File: config.mk
export PLATFORM = sky130hd
export DESIGN_NAME = controle_vedacao
export DESIGN_NICKNAME = d
export VERILOG_FILES = /design/src/rtl/vedacao_pkg.sv /design/src/rtl/temporizador_vedacao.sv /design/src/rtl/controle_vedacao.sv
export SDC_FILE = /design/constraint.sdc
export NUM_CORES = 1
export LEC_CHECK = 0
export ABC_CLOCK_PERIOD_IN_PS = 1800
export CAP_MARGIN = 20
export CORE_ASPECT_RATIO = 1.25
export CORE_MARGIN = 2
export CORE_UTILIZATION = 49
export DETAILED_ROUTE_END_ITERATION = 7
export PLACE_DENSITY = 0.77
export SLEW_MARGIN = 20
export SYNTH_ARGS = -nofsm -noshare
export SYNTH_HDL_FRONTEND = slang
export SYNTH_SLANG_ARGS = --single-unit
File: constraint.sdc
create_clock -name clk -period 1.8 [get_ports clk]
set_input_delay 0.18 -clock clk [delete_from_list [all_inputs] [get_ports clk]]
set_output_delay 0.18 -clock clk [all_outputs]
set_load 0.1 [all_outputs]
File: src/rtl/vedacao_pkg.sv
// Shared definitions for the sealing-station controller: state encoding,
// parameter defaults and the conveyor-enable decode.
package vedacao_pkg;

   localparam logic [2:0] EST_OCIOSO        = 3'd0;
   localparam logic [2:0] EST_REQUISITA     = 3'd1;
   localparam logic [2:0] EST_VEDANDO       = 3'd2;
   localparam logic [2:0] EST_LIBERA        = 3'd3;
   localparam logic [2:0] EST_AGUARDA_SAIDA = 3'd4;
   localparam logic [2:0] EST_SEM_ROLHA     = 3'd5;

   typedef enum logic [2:0] {
      OCIOSO        = EST_OCIOSO,
      REQUISITA     = EST_REQUISITA,
      VEDANDO       = EST_VEDANDO,
      LIBERA        = EST_LIBERA,
      AGUARDA_SAIDA = EST_AGUARDA_SAIDA,
      SEM_ROLHA     = EST_SEM_ROLHA
   } estado_t;

   localparam int TEMPO_VEDACAO_PADRAO   = 4;
   localparam int LARGURA_VEDADAS_PADRAO = 8;

   // The conveyor only runs while no bottle is being held for sealing.
   function automatic logic esteira_livre(input estado_t e);
      return (e == OCIOSO) || (e == LIBERA) || (e == AGUARDA_SAIDA);
   endfunction

endpackage

File: src/rtl/temporizador_vedacao.sv
// Sealing-time down-counter: loads TEMPO_VEDACAO-1 and counts down to zero,
// flagging fim while the count is zero.
module temporizador_vedacao
   import vedacao_pkg::*;
#(
   parameter int TEMPO_VEDACAO = TEMPO_VEDACAO_PADRAO
) (
   input  logic clk,
   input  logic reset,
   input  logic carga,
   input  logic conta,
   output logic fim
);

   localparam int LARGURA = $clog2(TEMPO_VEDACAO + 1);
   localparam logic [LARGURA-1:0] VALOR_CARGA = LARGURA'(TEMPO_VEDACAO - 1);

   logic [LARGURA-1:0] contagem;

   always_ff @(posedge clk) begin
      if (!reset) begin
         contagem <= '0;
      end else if (carga) begin
         contagem <= VALOR_CARGA;
      end else if (conta && (contagem != '0)) begin
         contagem <= contagem - 1'b1;
      end
   end

   assign fim = (contagem == '0);

endmodule

File: src/rtl/controle_vedacao.sv
// Sealing-station controller: takes one cork per bottle from the cork counter,
// drives the sealing actuator for a fixed time and counts sealed bottles.
//
// state         | meaning
// --------------+--------------------------------------------------------
// OCIOSO        | conveyor running, waiting for a bottle (and key in manual)
// REQUISITA     | conveyor stopped, requesting one cork (dec when pode)
// VEDANDO       | actuator driven for TEMPO_VEDACAO cycles
// LIBERA        | one-cycle release pulse, sealed count incremented
// AGUARDA_SAIDA | conveyor running, waiting for the sealed bottle to leave
// SEM_ROLHA     | conveyor stopped, alarm raised, no cork available
module controle_vedacao
   import vedacao_pkg::*;
#(
   parameter int TEMPO_VEDACAO   = TEMPO_VEDACAO_PADRAO,
   parameter int LARGURA_VEDADAS = LARGURA_VEDADAS_PADRAO
) (
   input  logic                       clk,
   input  logic                       reset,
   input  logic                       garrafa_presente,
   input  logic                       modo_manual,
   input  logic                       key_vedar,
   input  logic                       rolha_disponivel,
   input  logic                       disp_acionado,
   output logic                       dec,
   output logic                       atuador_vedar,
   output logic                       garrafa_liberada,
   output logic                       esteira_habilitada,
   output logic                       alarme_sem_rolha,
   output logic [LARGURA_VEDADAS-1:0] vedadas
);

   estado_t estado;
   estado_t proximo;
   logic    pode;
   logic    inicio;
   logic    fim_tempo;

   // A dec during refill would be dropped by the cork counter, so wait it out.
   assign pode   = rolha_disponivel && !disp_acionado;
   assign inicio = garrafa_presente && (!modo_manual || key_vedar);
   assign dec    = (estado == REQUISITA) && pode;

   temporizador_vedacao #(
      .TEMPO_VEDACAO (TEMPO_VEDACAO)
   ) u_temporizador (
      .clk   (clk),
      .reset (reset),
      .carga (dec),
      .conta (estado == VEDANDO),
      .fim   (fim_tempo)
   );

   always_comb begin
      proximo = estado;
      case (estado)
         OCIOSO: begin
            if (inicio) proximo = REQUISITA;
         end
         REQUISITA: begin
            if (pode)                                   proximo = VEDANDO;
            else if (!rolha_disponivel && !disp_acionado) proximo = SEM_ROLHA;
         end
         VEDANDO: begin
            if (fim_tempo) proximo = LIBERA;
         end
         LIBERA: begin
            proximo = AGUARDA_SAIDA;
         end
         AGUARDA_SAIDA: begin
            if (!garrafa_presente) proximo = OCIOSO;
         end
         SEM_ROLHA: begin
            if (pode)                   proximo = REQUISITA;
            else if (!garrafa_presente) proximo = OCIOSO;
         end
         default: begin
            proximo = OCIOSO;
         end
      endcase
   end

   // Moore outputs are registered from the next state so they line up with it.
   always_ff @(posedge clk) begin
      if (!reset) begin
         estado             <= OCIOSO;
         atuador_vedar      <= 1'b0;
         garrafa_liberada   <= 1'b0;
         esteira_habilitada <= 1'b1;
         alarme_sem_rolha   <= 1'b0;
         vedadas            <= '0;
      end else begin
         estado             <= proximo;
         atuador_vedar      <= (proximo == VEDANDO);
         garrafa_liberada   <= (proximo == LIBERA);
         esteira_habilitada <= esteira_livre(proximo);
         alarme_sem_rolha   <= (proximo == SEM_ROLHA);
         if ((proximo == LIBERA) && (vedadas != '1)) begin
            vedadas <= vedadas + 1'b1;
         end
      end
   end

endmodule

==> flow_summary.yaml, run 1 <==
place:
  place_hpwl_um: 1510
  place.gp.congestion: 0.750
  port_buffers: 19
power:
  peakVddDrop_mv: 0.381
  internal_power_w: 0.000548
  p_comb_share_pct: 20.6
  cellLeakagePower_nw: 0.468
  clkPwrFrac_pct: 24.9
  p_sw_w: 0.000226
  power_w: 0.000774
  p_seq_share_pct: 54.5
  p_per_area_nw_per_um2: 638
  switching_share_pct: 29.2
clocking:
  cts_root_buffer: "clkbuf_4"
  htree_num_levels: 1
  holdBufCountCts: 0
  clkTransAtPathRegs_ps: 100
  cts.sinks: 18
  clockBufferDepth: 2
  cts_tree: "done"
  clk_latency_ps: 290
  numCtsBuffers: 3
floorplanning:
  fp.dieW_um: 43.5
  io_pins: 20
  core_area_um2: 1810
  initial_core_util_pct: 52.7
  num_rows: 17
  die_area_um2: 2320
  dieHeight_um: 53.3
setup_path:
  ff2ff_path_depth: 4
  cp.arrival_ps: 1870
  r2r_slack_ps: 130
  cp-end-kind: "flop"
  critical_path_class: "flop to flop"
  crit_path_start_kind: "flop"
  required_ps: 2000
  crit_fanout: 9
routing:
  routedWlPerCell_um: 13.2
  wirelength_um: 1940
  drt-pass1-iter-count: 4
  drcViolationCount: 0
  first_iter_violations: 7
  ant_nets: 0
  vias: 845
  viasPerCell: 5.75
sta:
  setup_viol: 0
  hold_viol_final: 0
  clock_skew_ps: 6.42
  grt_setup_unrepaired: "no"
  tightestPinTransition_ps: 382
  finalCriticalPeriod_ps: 1670
  finalMaxSlewViolations: 0
  relSlewSlack_pct: 73.9
  max_freq_mhz: 600
  fin_setup_tns_ps: 0
  period_share_pct: 92.6
outcome:
  outcome: "completed"
logic_synthesis:
  synthSimpleGateAreaFrac_pct: 33.2
  synth.area.top_cells: "dfxtp_1 38%, nor3_1 4.2%, ha_1 3.9%, nor2b_1 3.9%, nand2_1 3.1%"
  synthCells: 103
  yosysTopAreaCell: "dfxtp_1"
  synthDistinctLibCells: 43
  synth_compound_area_share_pct: 17.3
  avgSynthCellArea_um2: 9.26
  synth_seq_cells: 18
  synthMuxAreaShare_pct: 1.05
  syn-cell-area_um2: 953
  synth_nets: 113
  synth_adder_area_share_pct: 3.94
  synth_top_family_by_area: "simple AND/OR/NAND/NOR gates"
  yosys_warnings: 0
  synthXorXnorAreaFrac_pct: 2.76
  ys_seq_area_share_pct: 37.8
  synth.top_cell.area_share_pct: 37.8
cells_and_area:
  fill_cells: 156
  drive_above_1_share_pct: 30.5
  final_common_cell: "buf_4"
  syn_to_final_growth_pct: 27.2
  antennaDiodeCount: 0
  final_nets: 140
  most-common-layout-cells: "18 x buf_4, 10 x dfxtp_1, 8 x nand2_1, 8 x dfxtp_2"
global_routing:
  grt_max_degree: 11
  grt_pass1_wl_um: 3390
  gr-total-overflow: 0
  grt_pass1_vias: 846
  grtUsageTotal_pct: 19.8
  antenna_found_initial: 0
worst_hold_path:
  whs_path_depth: 2
  hold_class: "flop to flop"
run:
  maxCapViolations: 0
==> critical path, stage by stage (launching register included) <==
cell,delay [ps]
dfxtp_1,420
or3b_1,570
nor4_4,330
nor2_1,60
a211oi_1,200
==> synthesized netlist by cell type (all sizes together) <==
cell,count
nand2,8
xor2,1
or4,1
nor2b,6
a211oi,1
and4,1
mux2i,1
o211ai,1
nor3,8
and2b,2
o22ai,1
nand3,5
and2,1
and3,2
a41oi,1
or3b,2
a32oi,1
or2b,1
nand2b,1
or3,1
ha,3
a21oi,4
nor4,1
o21ba,1
o31ai,1
buf,2
o211a,1
xnor2,2
o21ai,4
nor2,7
clkbuf,1
nor3b,1
nand4,1
o21a,2
a2111oi,2
o21bai,1
nor4b,2
dfxtp,18
inv,3
==> final cells by class <==
cell class | count | area [um^2] | area share, %
multi-input combinational | 79 | 569 | 47.0
sequential | 18 | 370 | 30.5
timing repair buffer | 25 | 215 | 17.8
tap | 19 | 23.8 | 1.96
clock buffer | 3 | 22.5 | 1.86
inverter | 3 | 11.3 | 0.929
==> power by group through the flow <==
stage | clock network [W] | logic (W) | registers [W]
finish | 0.000193 | 0.000159 | 0.000422
global route | 0.000218 | 0.000170 | 0.000424
CTS | 0.000205 | 0.000159 | 0.000422
detailed placement | 0 | 0.000158 | 0.000432
global placement | 0 | 0.000155 | 0.000431
floorplan | 0 | 0.0000722 | 0.000469
==> metrics by stage <==
step	utilization [%]	cell area, um^2	cells	setup slack, ps	hold slack [ps]
finish	67.1	1210	147	132	499
global route	67.1	1210	147	11.0	553
CTS	66.9	1210	147	83.6	507
detailed placement	65.7	1190	144	32.5	493
global placement	65.7	1190	144	80.3	480
floorplan	-	975	103	9.85	297
==> state kept, by name, indices dropped and copies added (netlist names) <==
signal                   count
estado                       3
u_temporizador.contagem      3
vedadas                      8
garrafa_liberada             1
alarme_sem_rolha             1
atuador_vedar                1
esteira_habilitada           1
==> cells by family after synthesis <==
logic type	Yosys count
mux	1
compound gates	21
fa+ha+maj	3
buf+inv	6
xor+xnor	3
flops	18
simple gates	51
==> final timing paths <==
check,to,start
setup / recovery,vedadas[6]$_SDFFE_PN0P_,estado[2]$_SDFF_PN0_
hold / removal,vedadas[1]$_SDFFE_PN0P_,vedadas[1]$_SDFFE_PN0P_
setup reg to reg,vedadas[6]$_SDFFE_PN0P_,estado[2]$_SDFF_PN0_
hold reg to reg,vedadas[1]$_SDFFE_PN0P_,vedadas[1]$_SDFFE_PN0P_
==> timing repair <==
action,CTS,global route
gates resized for setup,0,1
setup endpoints to repair,0,1
setup buffers,0,0
==> routing by layer <==
metal  wire (um)  vias to the layer above  track usage, %  share of wire, %
li1            -                      430               -                 -
met1         765                      396            18.4                39
met2        1100                       17            40.3                56
met3          62                        2            3.07               3.2
met4          19                        0            9.60              0.98
met5           0                        -               0                 0
(Power assumes the default switching activity.)
==> run 2, diff against run 1 <==
--- a/config.mk
+++ b/config.mk
@@ -16,3 +16,4 @@
 export SYNTH_ARGS = -nofsm -noshare
 export SYNTH_HDL_FRONTEND = slang
 export SYNTH_SLANG_ARGS = --single-unit
+export TNS_END_PERCENT = 10
==> run 2 against run 1 <==
Compared with the run above: final cell count increased by 2.0%; power increased by 9.8%; count of clock-buffer cells in the layout increased by 1; first-iteration DRC count increased by 140%; combinational power increased by 5%; maximum frequency decreased by 2.4%; flip-flop and latch count unchanged; critical path depth increased by 1; global-route usage increased by 0.87 points; setup slack got worse by 41 ps.
==> flow_summary.yaml, run 2 (synthesis gave the netlist of run 1 again) <==
outcome:
  outcome: "completed"
setup_path:
  required_ps: 1620
  critical_path_class: "primary input to primary output"
  cp.arrival_ps: 1530
  cp_slowest_cell: "clkdlybuf4s50_1"
  crit_cells: 5
  cp_num_buf_inv: 2
  r2r-start: "u_temporizador.contagem[0]$_SDFFE_PN0P_"
  cpPeakStageDelay_ps: 500
  r2r-end: "vedadas[5]$_SDFFE_PN0P_"
  ff2ff_path_depth: 6
  cp-end-kind: "primary output"
  worstPathCellList: "clkdlybuf4s50_1 > nor2b_1 > nand2_1 > nor3_4 > buf_12"
  crit_path_start_kind: "primary input"
  crit_fanout: 4
  cp_top_family: "buffers and inverters"
  r2r_slack_ps: 120
clocking:
  htree_num_levels: 1
  cts_setup_buffers: 0
  clkTransAtPathRegs_ps: 110
  numCtsBuffers: 3
  holdBufCountCts: 0
  clockBufferDepth: 2
  cts.sinks: 18
  cts_tree: "done"
  cts_root_buffer: "clkbuf_4"
  clk_latency_ps: 300
cells_and_area:
  largest-register: "vedadas"
  antennaDiodeCount: 0
  final_common_cell: "buf_4"
  drive_above_1_share_pct: 28.2
  final_nets: 142
  largest_registers: "vedadas x8, estado x3, u_temporizador.contagem x3"
  syn_to_final_growth_pct: 31.0
  fin_cells: 150
  most-common-layout-cells: "19 x buf_4, 16 x dfxtp_1, 8 x nand2_1"
  largest_reg_flops: 8
floorplanning:
  die_area_um2: 2320
  dieHeight_um: 53.3
  core_area_um2: 1810
  num_rows: 17
  io_pins: 20
  initial_core_util_pct: 52.7
  fp.dieW_um: 43.5
power:
  peakVddDrop_mv: 0.458
  p_per_area_nw_per_um2: 680
  cellLeakagePower_nw: 0.488
sta:
  setup_ws_ps: 91.5
  finalMaxSlewViolations: 0
  period_share_pct: 94.9
  relSlewSlack_pct: 72.4
  hold_viol_final: 0
  finalCriticalPeriod_ps: 1710
  max_freq_mhz: 585
  tightestPinTransition_ps: 403
  clock_skew_ps: 10.4
  setup_viol: 0
  grt_setup_unrepaired: "no"
  fin_setup_tns_ps: 0
routing:
  wl_met2_um: 1140
  routedWlPerCell_um: 14.4
  drcViolationCount: 0
  wl_met3_um: 71
  viasPerCell: 5.83
  drt-pass1-iter-count: 3
  vias: 875
  wirelength_met1_um: 904
  first_iter_violations: 17
  wirelength_um: 2170
  top_layer_used: "met4"
  ant_nets: 0
global_routing:
  antenna_found_initial: 0
  grt_pass1_vias: 843
  gr-total-overflow: 0
  grtUsageTotal_pct: 20.6
  grt_max_degree: 11
  grt_pass1_wl_um: 3520
worst_hold_path:
  min_to: "vedadas[1]$_SDFFE_PN0P_"
  hp-start: "vedadas[1]$_SDFFE_PN0P_"
  whs_path_depth: 2
  hold_class: "flop to flop"
run:
  maxCapViolations: 0
place:
  place_hpwl_um: 1660
  place.gp.congestion: 0.794
  dp.cells: 146
  pre_cts_slack_ps: -25.4
  port_buffers: 19
-- run 2: cell count changes in the layout (fill, tap and decap cells not counted), sizes merged --
cell    before  now
clkbuf       3    4
buf         19   21
-- run 2: timing repair --
action,4_1_cts,5_1_grt
hold endpoints to repair,0,0
endpoints found under the setup margin,0,2
resized for setup,0,2
-- run 2: worst register-to-register path, delay by kind of cell (launching register included) --
family	cells	cell delay [ps]
AOI/OAI and AO/OA	1	140
adders and majority gates	1	210
buffers and inverters	1	100
DFF	1	340
and+or+nand+nor	3	830
-- run 2: through the flow --
step                      cell area (um^2)  hold WS [ps]  utilization [%]  power, W
after floorplan                        967           297                -  0.000541
after global placement                1210           477             66.8  0.000590
after detailed placement              1210           504             66.8  0.000595
after CTS                             1240           521             68.8  0.000845
after global routing                  1250           559             69.1  0.000875
final                                 1250           515             69.1  0.000849
-- run 2: cell type report --
class	count	area, um^2
multi-input combinational	79	572
fill	162	559
sequential	18	363
timing repair buffer	27	243
clock buffer	4	36.3
tap	19	23.8
inverter	3	11.3
-- run 2: power breakdown --
| group | internal [W] | switching [W] | total [W] |
|---|---|---|---|
| clock network | 0.000123 | 0.000136 | 0.000259 |
| registers | 0.000410 | 0.0000128 | 0.000423 |
| logic | 0.0000640 | 0.000103 | 0.000167 |
-- run 2: worst max-delay path by stage --
stage,from,to,slack [ps]
final,rolha_disponivel,dec,90
after global routing,u_temporizador.contagem[0]$_SDFFE_PN0P_,vedadas[5]$_SDFFE_PN0P_,5
after CTS,u_temporizador.contagem[0]$_SDFFE_PN0P_,vedadas[5]$_SDFFE_PN0P_,90
after detailed placement,rolha_disponivel,atuador_vedar$_SDFF_PN0_,-30
after global placement,rolha_disponivel,atuador_vedar$_SDFF_PN0_,60
after floorplan,vedadas[2]$_SDFFE_PN0P_,vedadas[5]$_SDFFE_PN0P_,-290
-- run 2: metal layers --
metal,up-vias,track usage (%)
met5,-,0
met4,0,14.1
met3,8,2.73
met2,22,38.1
met1,414,21.2
li1,431,-
